**src/rtl/rgb_colour_sequencer_pkg.sv**
```systemverilog
// Shared types and helpers for the RGB matrix colour sequencer.
package rgb_matrix_pkg;

  typedef enum logic [2:0] {
    RED     = 3'd0,
    GREEN   = 3'd1,
    BLUE    = 3'd2,
    CYAN    = 3'd3,
    MAGENTA = 3'd4,
    YELLOW  = 3'd5,
    BLACK   = 3'd6
  } colour_t;

  typedef enum logic {
    DIR_UP   = 1'b0,
    DIR_DOWN = 1'b1
  } dir_t;

  localparam logic LED_OFF = 1'b1;

  // {r,g,b} enables; the unused code 7 maps to all-off
  function automatic logic [2:0] colour_mask(colour_t c);
    case (c)
      RED:     colour_mask = 3'b100;
      GREEN:   colour_mask = 3'b010;
      BLUE:    colour_mask = 3'b001;
      CYAN:    colour_mask = 3'b011;
      MAGENTA: colour_mask = 3'b101;
      YELLOW:  colour_mask = 3'b110;
      default: colour_mask = 3'b000;
    endcase
  endfunction

endpackage

```
**src/rtl/rgb_colour_sequencer_if.sv**
```systemverilog
// Board-side signal bundle: raw button in, LED cathode buses and status out.
interface rgb_colour_sequencer_if #(
  parameter int unsigned N_LEDS = 25
);
  logic              button;
  logic [N_LEDS-1:0] R;
  logic [N_LEDS-1:0] G;
  logic [N_LEDS-1:0] B;
  logic [2:0]        colour;
  logic              btn_evt;

  modport master (output button, input R, G, B, colour, btn_evt);
  modport slave  (input button, output R, G, B, colour, btn_evt);
endinterface

```
**src/rtl/rgb_colour_sequencer_button_debouncer.sv**
```systemverilog
// Synchronises an active-low push-button, debounces it and emits one pulse per press.
module button_debouncer #(
  parameter int unsigned DEBOUNCE_CYCLES = 500_000
) (
  input  logic clk,
  input  logic rst,
  input  logic button_n,
  output logic pressed_pulse
);
  localparam int unsigned CNT_W = (DEBOUNCE_CYCLES > 1) ? $clog2(DEBOUNCE_CYCLES) : 1;
  localparam logic [CNT_W-1:0] CNT_LAST = CNT_W'(DEBOUNCE_CYCLES - 1);

  logic             sync1_q, sync2_q;
  logic             level_q, level_d;
  logic [CNT_W-1:0] cnt_q, cnt_d;
  logic             pulse_q, pulse_d;

  always_ff @(posedge clk) begin
    if (rst) begin
      sync1_q <= 1'b1;
      sync2_q <= 1'b1;
      level_q <= 1'b1;
      cnt_q   <= '0;
      pulse_q <= 1'b0;
    end else begin
      sync1_q <= button_n;
      sync2_q <= sync1_q;
      level_q <= level_d;
      cnt_q   <= cnt_d;
      pulse_q <= pulse_d;
    end
  end

  always_comb begin
    cnt_d   = cnt_q;
    level_d = level_q;
    pulse_d = 1'b0;
    if (sync2_q == level_q) begin
      cnt_d = '0;
    end else if (cnt_q == CNT_LAST) begin
      cnt_d   = '0;
      level_d = ~level_q;
      // only the released->pressed transition counts as a press
      pulse_d = level_q;
    end else begin
      cnt_d = cnt_q + 1'b1;
    end
  end

  assign pressed_pulse = pulse_q;

endmodule

```
**src/rtl/rgb_colour_sequencer.sv**
```systemverilog
// Colour sequencer: steps a fixed colour list on timer or button press and
// drives the active-low LED buses with a breathing PWM envelope.
module rgb_colour_sequencer
  import rgb_matrix_pkg::*;
#(
  parameter int unsigned N_LEDS          = 25,
  parameter int unsigned PWM_PERIOD      = 5000,
  parameter int unsigned DUTY_MAX        = 4000,
  parameter int unsigned HOLD_CYCLES     = 50_000_000,
  parameter int unsigned DEBOUNCE_CYCLES = 500_000
) (
  input  logic                  clk,
  input  logic                  rst,
  rgb_colour_sequencer_if.slave led_if
);
  localparam int unsigned HOLD_W = (HOLD_CYCLES > 1) ? $clog2(HOLD_CYCLES) : 1;
  localparam int unsigned PWM_W  = (PWM_PERIOD > 1) ? $clog2(PWM_PERIOD) : 1;
  localparam logic [HOLD_W-1:0] HOLD_LAST = HOLD_W'(HOLD_CYCLES - 1);
  localparam logic [PWM_W-1:0]  PWM_LAST  = PWM_W'(PWM_PERIOD - 1);
  localparam logic [PWM_W-1:0]  DUTY_TOP  = PWM_W'(DUTY_MAX);

  colour_t           colour_q, colour_d;
  logic [HOLD_W-1:0] hold_cnt_q, hold_cnt_d;
  logic [PWM_W-1:0]  pwm_cnt_q, pwm_cnt_d;
  logic [PWM_W-1:0]  duty_q, duty_d;
  dir_t              dir_q, dir_d;
  logic [N_LEDS-1:0] r_q, r_d, g_q, g_d, b_q, b_d;

  logic       btn_evt;
  logic       advance;
  logic       pwm_wrap;
  logic       pwm_on;
  logic [2:0] mask;

  button_debouncer #(
    .DEBOUNCE_CYCLES(DEBOUNCE_CYCLES)
  ) u_debouncer (
    .clk          (clk),
    .rst          (rst),
    .button_n     (led_if.button),
    .pressed_pulse(btn_evt)
  );

  assign advance  = (hold_cnt_q == HOLD_LAST) || btn_evt;
  assign pwm_wrap = (pwm_cnt_q == PWM_LAST);

  always_ff @(posedge clk) begin
    if (rst) begin
      colour_q   <= RED;
      hold_cnt_q <= '0;
      pwm_cnt_q  <= '0;
      duty_q     <= '0;
      dir_q      <= DIR_UP;
      r_q        <= {N_LEDS{LED_OFF}};
      g_q        <= {N_LEDS{LED_OFF}};
      b_q        <= {N_LEDS{LED_OFF}};
    end else begin
      colour_q   <= colour_d;
      hold_cnt_q <= hold_cnt_d;
      pwm_cnt_q  <= pwm_cnt_d;
      duty_q     <= duty_d;
      dir_q      <= dir_d;
      r_q        <= r_d;
      g_q        <= g_d;
      b_q        <= b_d;
    end
  end

  // Illegal code 7 falls into default and recovers to RED unconditionally
  always_comb begin
    colour_d = colour_q;
    case (colour_q)
      RED:     colour_d = advance ? GREEN   : RED;
      GREEN:   colour_d = advance ? BLUE    : GREEN;
      BLUE:    colour_d = advance ? CYAN    : BLUE;
      CYAN:    colour_d = advance ? MAGENTA : CYAN;
      MAGENTA: colour_d = advance ? YELLOW  : MAGENTA;
      YELLOW:  colour_d = advance ? BLACK   : YELLOW;
      BLACK:   colour_d = advance ? RED     : BLACK;
      default: colour_d = RED;
    endcase
  end

  always_comb begin
    hold_cnt_d = advance ? '0 : hold_cnt_q + 1'b1;
    pwm_cnt_d  = pwm_wrap ? '0 : pwm_cnt_q + 1'b1;
    duty_d     = duty_q;
    dir_d      = dir_q;
    if (pwm_wrap) begin
      if (dir_q == DIR_UP) begin
        if (duty_q == DUTY_TOP) begin
          dir_d  = DIR_DOWN;
          duty_d = duty_q - 1'b1;
        end else begin
          duty_d = duty_q + 1'b1;
        end
      end else begin
        if (duty_q == '0) begin
          dir_d  = DIR_UP;
          duty_d = duty_q + 1'b1;
        end else begin
          duty_d = duty_q - 1'b1;
        end
      end
    end
  end

  always_comb begin
    mask   = colour_mask(colour_q);
    pwm_on = (pwm_cnt_q < duty_q);
    r_d    = {N_LEDS{~(mask[2] & pwm_on)}};
    g_d    = {N_LEDS{~(mask[1] & pwm_on)}};
    b_d    = {N_LEDS{~(mask[0] & pwm_on)}};
  end

  assign led_if.R       = r_q;
  assign led_if.G       = g_q;
  assign led_if.B       = b_q;
  assign led_if.colour  = colour_q;
  assign led_if.btn_evt = btn_evt;

endmodule

```
**src/flat_wrapper.sv**
```systemverilog
// flat-port wrapper written by rule: the top's interface ports become plain ports
module rgb_colour_sequencer_flat import rgb_matrix_pkg::*;
#(
  parameter int unsigned N_LEDS          = 25,
  parameter int unsigned PWM_PERIOD      = 5000,
  parameter int unsigned DUTY_MAX        = 4000,
  parameter int unsigned HOLD_CYCLES     = 50_000_000,
  parameter int unsigned DEBOUNCE_CYCLES = 500_000
)
  (clk, rst, led_if_button, led_if_R, led_if_G, led_if_B, led_if_colour, led_if_btn_evt);
  rgb_colour_sequencer_if #(.N_LEDS(N_LEDS)) led_if_i ();
  input  logic clk;
  input  logic rst;
  input wire logic [$bits(led_if_i.button)-1:0] led_if_button;
  output wire logic [$bits(led_if_i.R)-1:0] led_if_R;
  output wire logic [$bits(led_if_i.G)-1:0] led_if_G;
  output wire logic [$bits(led_if_i.B)-1:0] led_if_B;
  output wire logic [$bits(led_if_i.colour)-1:0] led_if_colour;
  output wire logic [$bits(led_if_i.btn_evt)-1:0] led_if_btn_evt;
  assign led_if_i.button = led_if_button;
  assign led_if_R = led_if_i.R;
  assign led_if_G = led_if_i.G;
  assign led_if_B = led_if_i.B;
  assign led_if_colour = led_if_i.colour;
  assign led_if_btn_evt = led_if_i.btn_evt;
  rgb_colour_sequencer #(.N_LEDS(N_LEDS), .PWM_PERIOD(PWM_PERIOD), .DUTY_MAX(DUTY_MAX), .HOLD_CYCLES(HOLD_CYCLES), .DEBOUNCE_CYCLES(DEBOUNCE_CYCLES)) u_core (.clk(clk), .rst(rst), .led_if(led_if_i));
endmodule
```
**config.mk**
```make
export PLATFORM = sky130hd
export DESIGN_NAME = rgb_colour_sequencer_flat
export DESIGN_NICKNAME = d
export VERILOG_FILES = /design/src/rtl/rgb_colour_sequencer_pkg.sv /design/src/rtl/rgb_colour_sequencer_if.sv /design/src/rtl/rgb_colour_sequencer_button_debouncer.sv /design/src/rtl/rgb_colour_sequencer.sv /design/src/flat_wrapper.sv
export SDC_FILE = /design/constraint.sdc
export NUM_CORES = 1
export LEC_CHECK = 0
export ABC_CLOCK_PERIOD_IN_PS = 3000
export CORE_UTILIZATION = 54
export CTS_BUF_LIST = sky130_fd_sc_hd__clkbuf_8 sky130_fd_sc_hd__clkbuf_16
export CTS_CLUSTER_SIZE = 14
export DETAILED_ROUTE_END_ITERATION = 8
export GPL_TIMING_DRIVEN = 0
export PLACE_DENSITY = 0.88
export SYNTH_ARGS = -nofsm -noshare
export SYNTH_HDL_FRONTEND = slang
export SYNTH_HIERARCHICAL = 1
export SYNTH_SLANG_ARGS = --single-unit
export TNS_END_PERCENT = 20
```
**constraint.sdc**
```tcl
create_clock -name clk -period 3 [get_ports clk]
set_clock_uncertainty 0.1 [all_clocks]
set_input_delay 0.3 -clock clk [delete_from_list [all_inputs] [get_ports clk]]
set_output_delay 0.3 -clock clk [all_outputs]
set_load 0.05 [all_outputs]
```
==> summary.md, run 1 <==
| Metric | Value |
|---|---|
| First drt pass iteration count | 7 |
| Most common cell in the netlist | nor2_1 |
| Cells along the critical path | inv_1 > ha_1 > nor4b_2 > nand4_1 > nand2_1 > mux2i_1 > mux2_2 |
| Largest net degree at the start of global routing | 26 |
| Die W | 95.9 um |
| Status | complete, no violations |
| Vias in the first global route | 3861 |
| Part of the power in registers | 0.496 |
| Worst-Skew Late Latency | 0.35 ns |
| Worst Hold End | u_core/u_debouncer/sync2_q |
| DP Area | 5700 um2 |
| Final Max Tran Viols | 0 |
| Worst path required time | 3.14 ns |
| GRT Util Overall | 0.230 |
| Cells after Synth | 571 |
| Initial antenna violation count | 0 |
| Starting Density | 0.568 |
| WHS | 0.322 ns |
| Async SR Flop Fraction | 0 |
| Leak | 2.19 nW |
| Hold crit path type | reg2reg |
| Dominant cells by area after synthesis | dfxtp_1, buf_4, nor2_1, xnor2_1, xor2_1 |
| Pint | 1.62 mW |
| Worst hold stages | 1 |
| Crit-path max FO | 7 |
| Die area | 9200 um2 |
| Yosys warning count | 6 |
| Top post-synthesis cells by count | nor2_1, dfxtp_1, buf_4, xnor2_1 |
| Crit start category | flip-flop |
| Critical Path AT | 2.86 ns |
| Actual transition at the worst max-transition pin | 1.04 ns |
| Max capacitance violation total | 0 |
| Yosys reg bits | 82 |
| Library cells used by synthesis | 60 |
| Fillers | 647 |
| Final std cells w/o fill | 772 |
| Max rail drop VDD | 320 uV |
| Port Buffer Count | 81 |
| Logic pwr share | 0.158 |
| NetSw | 637 uW |
| WS Path Type | reg2reg |
| N_diodes | 0 |
| Clk slew on worst S/H paths | 0.08 ns |
| # IOs | 82 |
| Post-synth EDFFs | 0 |
| Setup TNS | 0 ns |
| Post-Route Utilization | 0.703 |
| Longest Clk Path Bufs | 2 |
| RSZ-0062 raised after global routing | no |
| Netlist Area Pre-Place | 4760 um2 |
| Chip height | 95.9 um |
| Pwr/cell area | 383 nW/um2 |
| Via count | 4231 |
| Dpl hpwl | 7550 um |
| Cell Rows | 33 |
| CTS sink cnt | 82 |
| Worst hold start | u_core/u_debouncer/sync1_q |
| Total CTS buffers | 9 |
| FF-to-FF Start | u_core/duty_q[1] |
| Avg Vias per Cell | 5.48 |
| CTS tree | yes |
| Fin worst setup slack | 0.275 ns |
| Sequential share of the synthesized area | 0.345 |
| Sw Share | 0.282 |
| Hold-fix buffers, CTS | 0 |
| Largest area contributor in the synthesized netlist | dfxtp_1 |
| Clock Power Share | 0.346 |
| CTS Root Cell | clkbuf_8 |
| Placement Setup Slack | 0.299 ns |
| Syn_area_per_cell | 8.34 um2 |
| Synth top area share | 0.345 |
| Crit end category | flip-flop |
| Final Hold Fails | 0 |
| Area growth syn-to-layout | 23.8% |
| FF-to-FF End | u_core/duty_q[11] |
| Avg WL per Cell | 13.3 um |
| Drc violations | 0 |
| Top FF cell, synth | dfxtp_1 |
| First-pass GRT wire length | 16700 um |
| Layout cells sized above 1 | 0.172 |
| GR Overflow Total | 0 |
| Slew margin rel. | 0.302 |
| Post-route ant nets | 0 |
| Crit path max-delay cell type | nor4b_2 |
| Setup Buffers After CTS | 0 |
| R2r setup slk | 0.28 ns |
| Post-CTS Resized | 0 |
| Final WL | 10300 um |
| Final Critical Period | 2.72 ns |
| Final Setup Violations | 0 |
| Post-route cell area | 5890 um2 |
| Tcrit/Tclk final | 0.908 |
| Initial DRC count | 220 |
| Max incr delay on CP | 0.43 ns |
| H-tree level count | 3 |
| Syn_nets | 591 |
| GPL Wtd Cong | 0.898 |
| Nets | 683 |
| Core Box Area | 8380 um2 |
| FMAX | 367 MHz |
| Cells after DPL | 757 |
| Power, Total | 2.26 mW |
| Number of cells on the worst reg-to-reg path | 7 |
==> sequential cells by signal, indices dropped and copies added (netlist names) <==
register	cells
u_core/hold_cnt_q	26
u_core/u_debouncer/cnt_q	19
u_core/duty_q	13
u_core/pwm_cnt_q	13
u_core/led_if.colour	3
u_core/dir_q	1
u_core/led_if.B	1
u_core/led_if.G	1
u_core/led_if.R	1
u_core/u_debouncer/level_q	1
u_core/u_debouncer/pressed_pulse	1
u_core/u_debouncer/sync1_q	1
u_core/u_debouncer/sync2_q	1
==> logic make-up (layout without fill, tap and decap cells) <==
family / Yosys count / after routing / synth area share
AO/OA/AOI/OAI: 52 / 52 / 0.0733
XOR/XNOR: 52 / 52 / 0.0956
adder cells (fa/ha/maj): 17 / 17 / 0.0447
buffers and inverters: 112 / 208 / 0.148
flip-flops: 82 / 82 / 0.345
multiplexers: 11 / 11 / 0.0250
AND/OR/NAND/NOR: 245 / 245 / 0.268
==> critical path, delay by kind of cell, from the launching register on <==
| family | cells | cell delay [ns] |
|---|---|---|
| AND/OR/NAND/NOR | 3 | 1.20 |
| buffers and inverters | 1 | 0.11 |
| flip-flops | 1 | 0.39 |
| adder cells (fa/ha/maj) | 1 | 0.22 |
| multiplexers | 2 | 0.61 |
==> metal layers <==
metal,track usage,up-vias,share of wire
met5,0,-,0
met4,0.122,0,0.027
met3,0.0332,30,0.077
met2,0.407,203,0.47
met1,0.268,1919,0.42
li1,-,2079,-
==> layout by cell type, fill, tap and decap left out, types with 11 or more instances in the layout <==
cell	instances
a21oi_1	11
buf_4	73
clkbuf_1	11
clkdlybuf4s50_1	81
dfxtp_1	82
ha_1	17
inv_1	23
nand2_1	25
nand3_1	24
nand4_1	25
nor2_1	96
nor3_1	18
o21ai_0	14
xnor2_1	27
xor2_1	25
==> power groups by stage <==
stage | clock (mW) | combinational [mW] | sequential, mW
global placement | 0 | 0.352 | 1.14
global route | 0.834 | 0.376 | 1.12
finish | 0.782 | 0.357 | 1.12
CTS | 0.793 | 0.359 | 1.12
floorplan | 0 | 0.252 | 1.15
detailed placement | 0 | 0.359 | 1.15
==> final cells by class <==
cell class / count / area (um2) / share of cell area
inverters: 23 / 86.3 / 0.0146
multi-input cells: 377 / 2410 / 0.409
repair buffers: 81 / 811 / 0.138
flip-flops and latches: 82 / 1640 / 0.278
clock inverters: 6 / 66.3 / 0.0113
clock buffers: 9 / 124 / 0.0210
plain buffers: 89 / 621 / 0.105
well taps: 105 / 131 / 0.0223
==> worst max-delay path by stage <==
stage	depth (start not counted)	slack, ns	start	to
2_1_floorplan	6	0.74	u_core/pwm_cnt_q[10]	u_core/duty_q[11]
3_3_place_gp	7	0.41	u_core/duty_q[0]	u_core/duty_q[10]
3_5_place_dp	7	0.30	u_core/duty_q[1]	u_core/duty_q[11]
4_1_cts	7	0.29	u_core/duty_q[0]	u_core/duty_q[11]
5_1_grt	7	0.08	u_core/duty_q[0]	u_core/duty_q[11]
6_report	7	0.28	u_core/duty_q[1]	u_core/duty_q[11]
Power figures use the tool's default switching activity.
==> run 2: changes to the inputs <==
- ABC_CLOCK_PERIOD_IN_PS: 3000 -> 2800
- CELL_PAD_IN_SITES_DETAIL_PLACEMENT: not set -> 2
- CELL_PAD_IN_SITES_GLOBAL_PLACEMENT: not set -> 2
- CORE_UTILIZATION: 54 -> 32
- SKIP_LAST_GASP: not set -> 1
- clock period: 3 -> 2.8 ns (I/O delays scaled with it)
==> summary.md, run 2 (synthesized netlist as in run 1, its figures left out) <==
| Metric | Value |
|---|---|
| Status | complete, no violations |
| Number of cells on the worst reg-to-reg path | 8 (+1) |
| Nets | 684 (+0.15%) |
| Slew margin rel. | 0.231 (-0.0710) |
| GPL Wtd Cong | 0.839 (-6.6%) |
| Leak | 2.24 nW (+2.7%) |
| Avg Vias per Cell | 5.03 (-8.3%) |
| Worst path required time | 2.94 ns (-0.20 ns) |
| Final Critical Period | 2.65 ns (-0.0724 ns) |
| H-tree level count | 3 (unchanged) |
| Most frequent cells in the layout | nor2_1, dfxtp_1, clkdlybuf4s50_1, buf_4, xnor2_1 |
| Final Setup Violations | 0 (unchanged) |
| Worst hold start | u_core/pwm_cnt_q[0] |
| Largest regs | u_core/hold_cnt_q (26), u_core/u_debouncer/cnt_q (19) |
| NetSw | 768 uW (+21%) |
| Via count | 4287 (+1.3%) |
| Clk slew on worst S/H paths | 0.06 ns (-0.02 ns) |
| Max rail drop VDD | 269 uV (-16%) |
| Tcrit/Tclk final | 0.947 (+0.0390) |
| R2r setup slk | 0.15 ns (-0.13 ns) |
| GRT Util Overall | 0.191 (-0.0388) |
| Area growth syn-to-layout | 28.3% |
| Die area | 15400 um2 (+67%) |
| Worst-Skew Late Latency | 0.35 ns (about the same) |
| FF-to-FF End | u_core/duty_q[9] |
| Part of the power in registers | 0.437 (-0.059) |
| Hold crit path type | reg2reg |
| FMAX | 377 MHz (+2.7%) |
| Max capacitance violation total | 0 (unchanged) |
| Post-Route Utilization | 0.420 (-0.283) |
| Pwr/cell area | 450 nW/um2 (+17%) |
| Cells along the critical path | inv_1 > ha_1 > nor4b_2 > a31o_2 > buf_2 > nand2_2 > o21ai_0 > mux2_2 |
| GR Overflow Total | 0 (unchanged) |
| Longest Clk Path Bufs | 2 (unchanged) |
| Fillers | 1603 (+150%) |
| Final WL | 13900 um (+35%) |
| FF-to-FF Start | u_core/duty_q[0] |
| Pint | 1.98 mW (+22%) |
| Worst Hold End | u_core/pwm_cnt_q[0] |
| Total CTS buffers | 9 (unchanged) |
| Chip height | 124 um (+29%) |
| Avg WL per Cell | 16.3 um (+23%) |
| Cell Rows | 44 (+33%) |
| Vias in the first global route | 4478 (+16%) |
| Initial DRC count | 100 (-55%) |
| Final Hold Fails | 0 (unchanged) |
| Post-route ant nets | 0 (unchanged) |
| Port Buffer Count | 81 (unchanged) |
| Layout cells sized above 1 | 0.182 (+0.00995) |
| WHS | 0.371 ns (+0.0494 ns) |
| Drc violations | 0 (unchanged) |
| CTS Root Cell | clkbuf_16 |
| Core Box Area | 14500 um2 (+73%) |
| Reg with most FFs | u_core/hold_cnt_q |
| # IOs | 82 (unchanged) |
| Largest net degree at the start of global routing | 26 (unchanged) |
| Most common cell after layout, fill and taps aside | nor2_1 |
| Final Max Tran Viols | 0 (unchanged) |
| CTS sink cnt | 82 (unchanged) |
| Crit-path max FO | 9 (+2) |
| First-pass GRT wire length | 22800 um (+37%) |
| Dpl hpwl | 10400 um (+37%) |
| CTS tree | yes |
| Max reg flops | 26 (unchanged) |
| Sw Share | 0.279 (-0.00269) |
| N_diodes | 0 (unchanged) |
| First drt pass iteration count | 4 (-3) |
| Initial antenna violation count | 0 (unchanged) |
| WS Path Type | reg2reg |
| Clock Power Share | 0.420 (+0.074) |
| Die W | 124 um (+29%) |
| Crit start category | flip-flop |
| Crit path max-delay cell type | nor4b_2 |
| Max incr delay on CP | 0.48 ns (+0.05 ns) |
| Logic pwr share | 0.142 (-0.016) |
| Critical Path AT | 2.79 ns (-0.07 ns) |
| Actual transition at the worst max-transition pin | 1.15 ns (+0.106 ns) |
| Worst hold stages | 1 (unchanged) |
| Crit end category | flip-flop |
| Starting Density | 0.328 (-0.240) |
-- run 2: cell types whose count changed in the layout (fill, tap and decap cells not counted) --
| cell | change |
|---|---|
| buf_4 | +2 |
| bufinv_16 | -1 |
| clkbuf_1 | -3 |
| clkbuf_16 | +9 |
| clkbuf_2 | +2 |
| clkbuf_8 | -7 |
| clkinv_2 | +1 |
| clkinv_4 | +1 |
| inv_1 | -1 |
| inv_6 | -1 |
| nand2_1 | -1 |
| nand2_2 | +1 |
-- run 2: critical path: cells and delay by family (launching register included) --
| family | cells | cell delay [ns] |
|---|---|---|
| and+or+nand+nor | 2 | 0.64 |
| AOI/OAI and AO/OA | 2 | 0.49 |
| DFF | 1 | 0.39 |
| muxes | 1 | 0.35 |
| buffers and inverters | 2 | 0.31 |
| adders and majority gates | 1 | 0.24 |
-- run 2: worst max-delay path by stage --
stage / slack (ns) / to / start
after floorplan: 0.54 / u_core/duty_q[11] / u_core/pwm_cnt_q[10]
after global placement: 0.09 / u_core/duty_q[11] / u_core/duty_q[0]
after detailed placement: 0.02 / u_core/duty_q[10] / u_core/duty_q[1]
after CTS: 0.002 / u_core/hold_cnt_q[11] / u_core/hold_cnt_q[0]
after global routing: -0.04 / u_core/duty_q[9] / u_core/duty_q[1]
final: 0.15 / u_core/duty_q[9] / u_core/duty_q[0]
-- run 2: final cells by class --
type / instances / area [um2] / area share
Clock buffer: 11 / 253 / 0.0414
Sequential cell: 82 / 1640 / 0.269
Clock inverter: 5 / 37.5 / 0.00614
Timing Repair Buffer: 83 / 826 / 0.135
Multi-Input combinational cell: 377 / 2420 / 0.395
Inverter: 23 / 86.3 / 0.0141
Tap cell: 184 / 230 / 0.0377
Buffer: 88 / 619 / 0.101
-- run 2: metal layers --
metal  GRT usage  vias to the layer above  part of all wire
met5           0                        -                 0
met4      0.0781                        0             0.020
met3      0.0339                       20             0.051
met2       0.351                      117              0.50
met1       0.216                     2064              0.43
li1            -                     2086                 -
-- run 2: power groups by stage --
stage          Clock, mW  Sequential (mW)  Combinational [mW]
2_1_floorplan          0             1.23               0.270
3_3_place_gp           0             1.23               0.381
3_5_place_dp           0             1.23               0.394
4_1_cts             1.19             1.20               0.396
5_1_grt             1.24             1.20               0.418
6_report            1.16             1.20               0.392
-- run 2: stage by stage --
stage               area [um2]  setup TNS, ns  worst slack (ns)  instances  total power, mW
floorplan                 4760              0             0.543        571             1.50
global placement          5800              0            0.0933        836             1.61
detailed placement        5800              0            0.0152        836             1.62
CTS                       6090              0           0.00221        852             2.79
global route              6110        -0.0826           -0.0414        853             2.86
finish                    6110              0             0.148        853             2.75
-- run 2: timing repair --
| action | in CTS | in global routing |
|---|---|---|
| setup endpoints to repair | 2 | 24 |
| hold buffers | 0 | 0 |
| gates resized for setup | 0 | 5 |
| setup buffers | 0 | 2 |
| pin swaps | 1 | 1 |
==> run 3: changes to the inputs <==
- CORE_UTILIZATION: 32 -> 33
- CTS_BUF_LIST: sky130_fd_sc_hd__clkbuf_8 sky130_fd_sc_hd__clkbuf_16 -> sky130_fd_sc_hd__clkbuf_4 sky130_fd_sc_hd__clkbuf_8
- PLACE_DENSITY: 0.88 -> 0.9
- SLEW_MARGIN: not set -> 20
==> summary.md, run 3 (synthesized netlist as in run 1, its figures left out) <==
| Metric | Value |
|---|---|
| Status | complete, no violations |
| Max capacitance violation total | 0 (unchanged) |
| Starting Density | 0.340 (+0.0128) |
| Fin worst setup slack | 0.0362 ns (-0.111 ns) |
| Pwr/cell area | 401 nW/um2 (-11%) |
| Layout cells sized above 1 | 0.183 (+0.000273) |
| Worst path required time | 2.95 ns (about the same) |
| Longest Clk Path Bufs | 2 (unchanged) |
| First-pass GRT wire length | 24400 um (+6.7%) |
| Leak | 2.19 nW (-2.3%) |
| Chip height | 122 um (-1.5%) |
| CTS Root Cell | clkbuf_8 |
| Max rail drop VDD | 231 uV (-14%) |
| Largest net degree at the start of global routing | 26 (unchanged) |
| Dpl hpwl | 11100 um (+7.0%) |
| Worst hold stages | 1 (unchanged) |
| Most common cell after layout, fill and taps aside | nor2_1 |
| GPL Wtd Cong | 0.809 (-3.5%) |
| Critical Path AT | 2.91 ns (+0.12 ns) |
| Final std cells w/o fill | 848 (-0.59%) |
| Largest regs | u_core/hold_cnt_q (26), u_core/u_debouncer/cnt_q (19) |
| Number of cells on the worst reg-to-reg path | 8 (unchanged) |
| FMAX | 362 MHz (-4.0%) |
| Final Setup Violations | 0 (unchanged) |
| Final WL | 15000 um (+8.1%) |
| Crit end category | flip-flop |
| Max reg flops | 26 (unchanged) |
| Post-route ant nets | 0 (unchanged) |
| H-tree level count | 3 (unchanged) |
| WS Path Type | reg2reg |
| Initial DRC count | 142 (+42%) |
| Hold crit path type | reg2reg |
| Area growth syn-to-layout | 25.7% |
| Actual transition at the worst max-transition pin | 1.05 ns (-0.100 ns) |
| Reg with most FFs | u_core/hold_cnt_q |
| Vias in the first global route | 4884 (+9.1%) |
| Setup TNS | 0 ns (unchanged) |
| Slew margin rel. | 0.297 (+0.0662) |
| Post-Route Utilization | 0.428 (+0.00772) |
| Core Box Area | 14000 um2 (-3.8%) |
| Most frequent cells in the layout | nor2_1, dfxtp_1, clkdlybuf4s50_1, buf_4, xnor2_1 |
| Cell Rows | 43 (-2.3%) |
| Drc violations | 0 (unchanged) |
| CTS sink cnt | 82 (unchanged) |
| Worst-Skew Late Latency | 0.36 ns (about the same) |
| Fillers | 1588 (-0.94%) |
| Initial antenna violation count | 0 (unchanged) |
| Crit-path max FO | 9 (unchanged) |
| Cells after DPL | 832 (-0.48%) |
| Via count | 4387 (+2.3%) |
| Storage element area | 1640 um2 (unchanged) |
| Die W | 122 um (-1.5%) |
| First drt pass iteration count | 4 (unchanged) |
| Tcrit/Tclk final | 0.987 (+0.0398) |
| Port Buffer Count | 81 (unchanged) |
| RSZ-0062 raised after global routing | yes |
| Die area | 14900 um2 (-3.0%) |
| N_diodes | 0 (unchanged) |
| CTS tree | yes |
| WHS | 0.331 ns (-0.0401 ns) |
| Total CTS buffers | 9 (unchanged) |
| Crit start category | flip-flop |
| Final Max Tran Viols | 0 (unchanged) |
| Placement Setup Slack | -0.0143 ns (-0.0296 ns) |
| Clk slew on worst S/H paths | 0.09 ns (+0.03 ns) |
| Avg WL per Cell | 17.7 um (+8.7%) |
| Avg Vias per Cell | 5.17 (+2.9%) |
| GR Overflow Total | 0 (unchanged) |
| # IOs | 82 (unchanged) |
| Final Hold Fails | 0 (unchanged) |
| Final Critical Period | 2.76 ns (+0.111 ns) |
| Hold-fix buffers, CTS | 0 (unchanged) |
| Nets | 683 (-0.15%) |
| GRT Util Overall | 0.208 (+0.0170) |
| Area of the multi-input gates | 2420 um2 (+0.21%) |
[run 3: changes by cell type in the layout (fill, tap and decap cells not counted), sizes merged]
cell | previous run | this run
buf | 80 | 79
clkbuf | 21 | 19
clkinv | 2 | 4
clkinvlp | 2 | 1
inv | 24 | 25
[run 3: area by class of cell]
type	instances	share of cell area
sequential	82	0.274
timing repair buffer	82	0.137
tap	180	0.0376
inverter	23	0.0144
clock inverter	7	0.00878
multi-input combinational	377	0.404
clock buffer	9	0.0207
buffer	88	0.103
[run 3: repair_timing]
item                                    4_1_cts  5_1_grt
resized for setup                             1        4
pin swaps                                     1        0
setup buffers                                 1        0
endpoints found under the setup margin        2       25
[run 3: where the power goes]
part	internal (mW)	total, mW	switching, mW
combinational	0.151	0.394	0.243
sequential	1.18	1.20	0.0230
clock	0.329	0.805	0.477
[run 3: stage by stage]
stage               total power [mW]  cell area, um2
floorplan                       1.50            4760
global placement                1.61            5800
detailed placement              1.62            5800
CTS                             2.43            5990
global route                    2.50            5990
finish                          2.40            5990
[run 3: worst paths after layout]
path	slack, ns	from	end
min	0.33	u_core/u_debouncer/sync1_q	u_core/u_debouncer/sync2_q
min reg2reg	0.33	u_core/u_debouncer/sync1_q	u_core/u_debouncer/sync2_q
max reg2reg	0.04	u_core/duty_q[0]	u_core/duty_q[2]
max	0.04	u_core/duty_q[0]	u_core/duty_q[2]
[run 3: per-layer routing]
metal / GRT usage / wire length [um]
met4: 0.0747 / 249
met5: 0 / 0
met3: 0.0398 / 733
met1: 0.226 / 6150
met2: 0.396 / 7910
[run 3: worst max-delay path, stage by stage, from the launching register on]
cell	delay, ns
dfxtp_1	0.41
inv_1	0.09
ha_1	0.23
nor4b_2	0.47
a31o_2	0.24
buf_2	0.22
nand2_2	0.18
o21ai_0	0.33
mux2_2	0.38
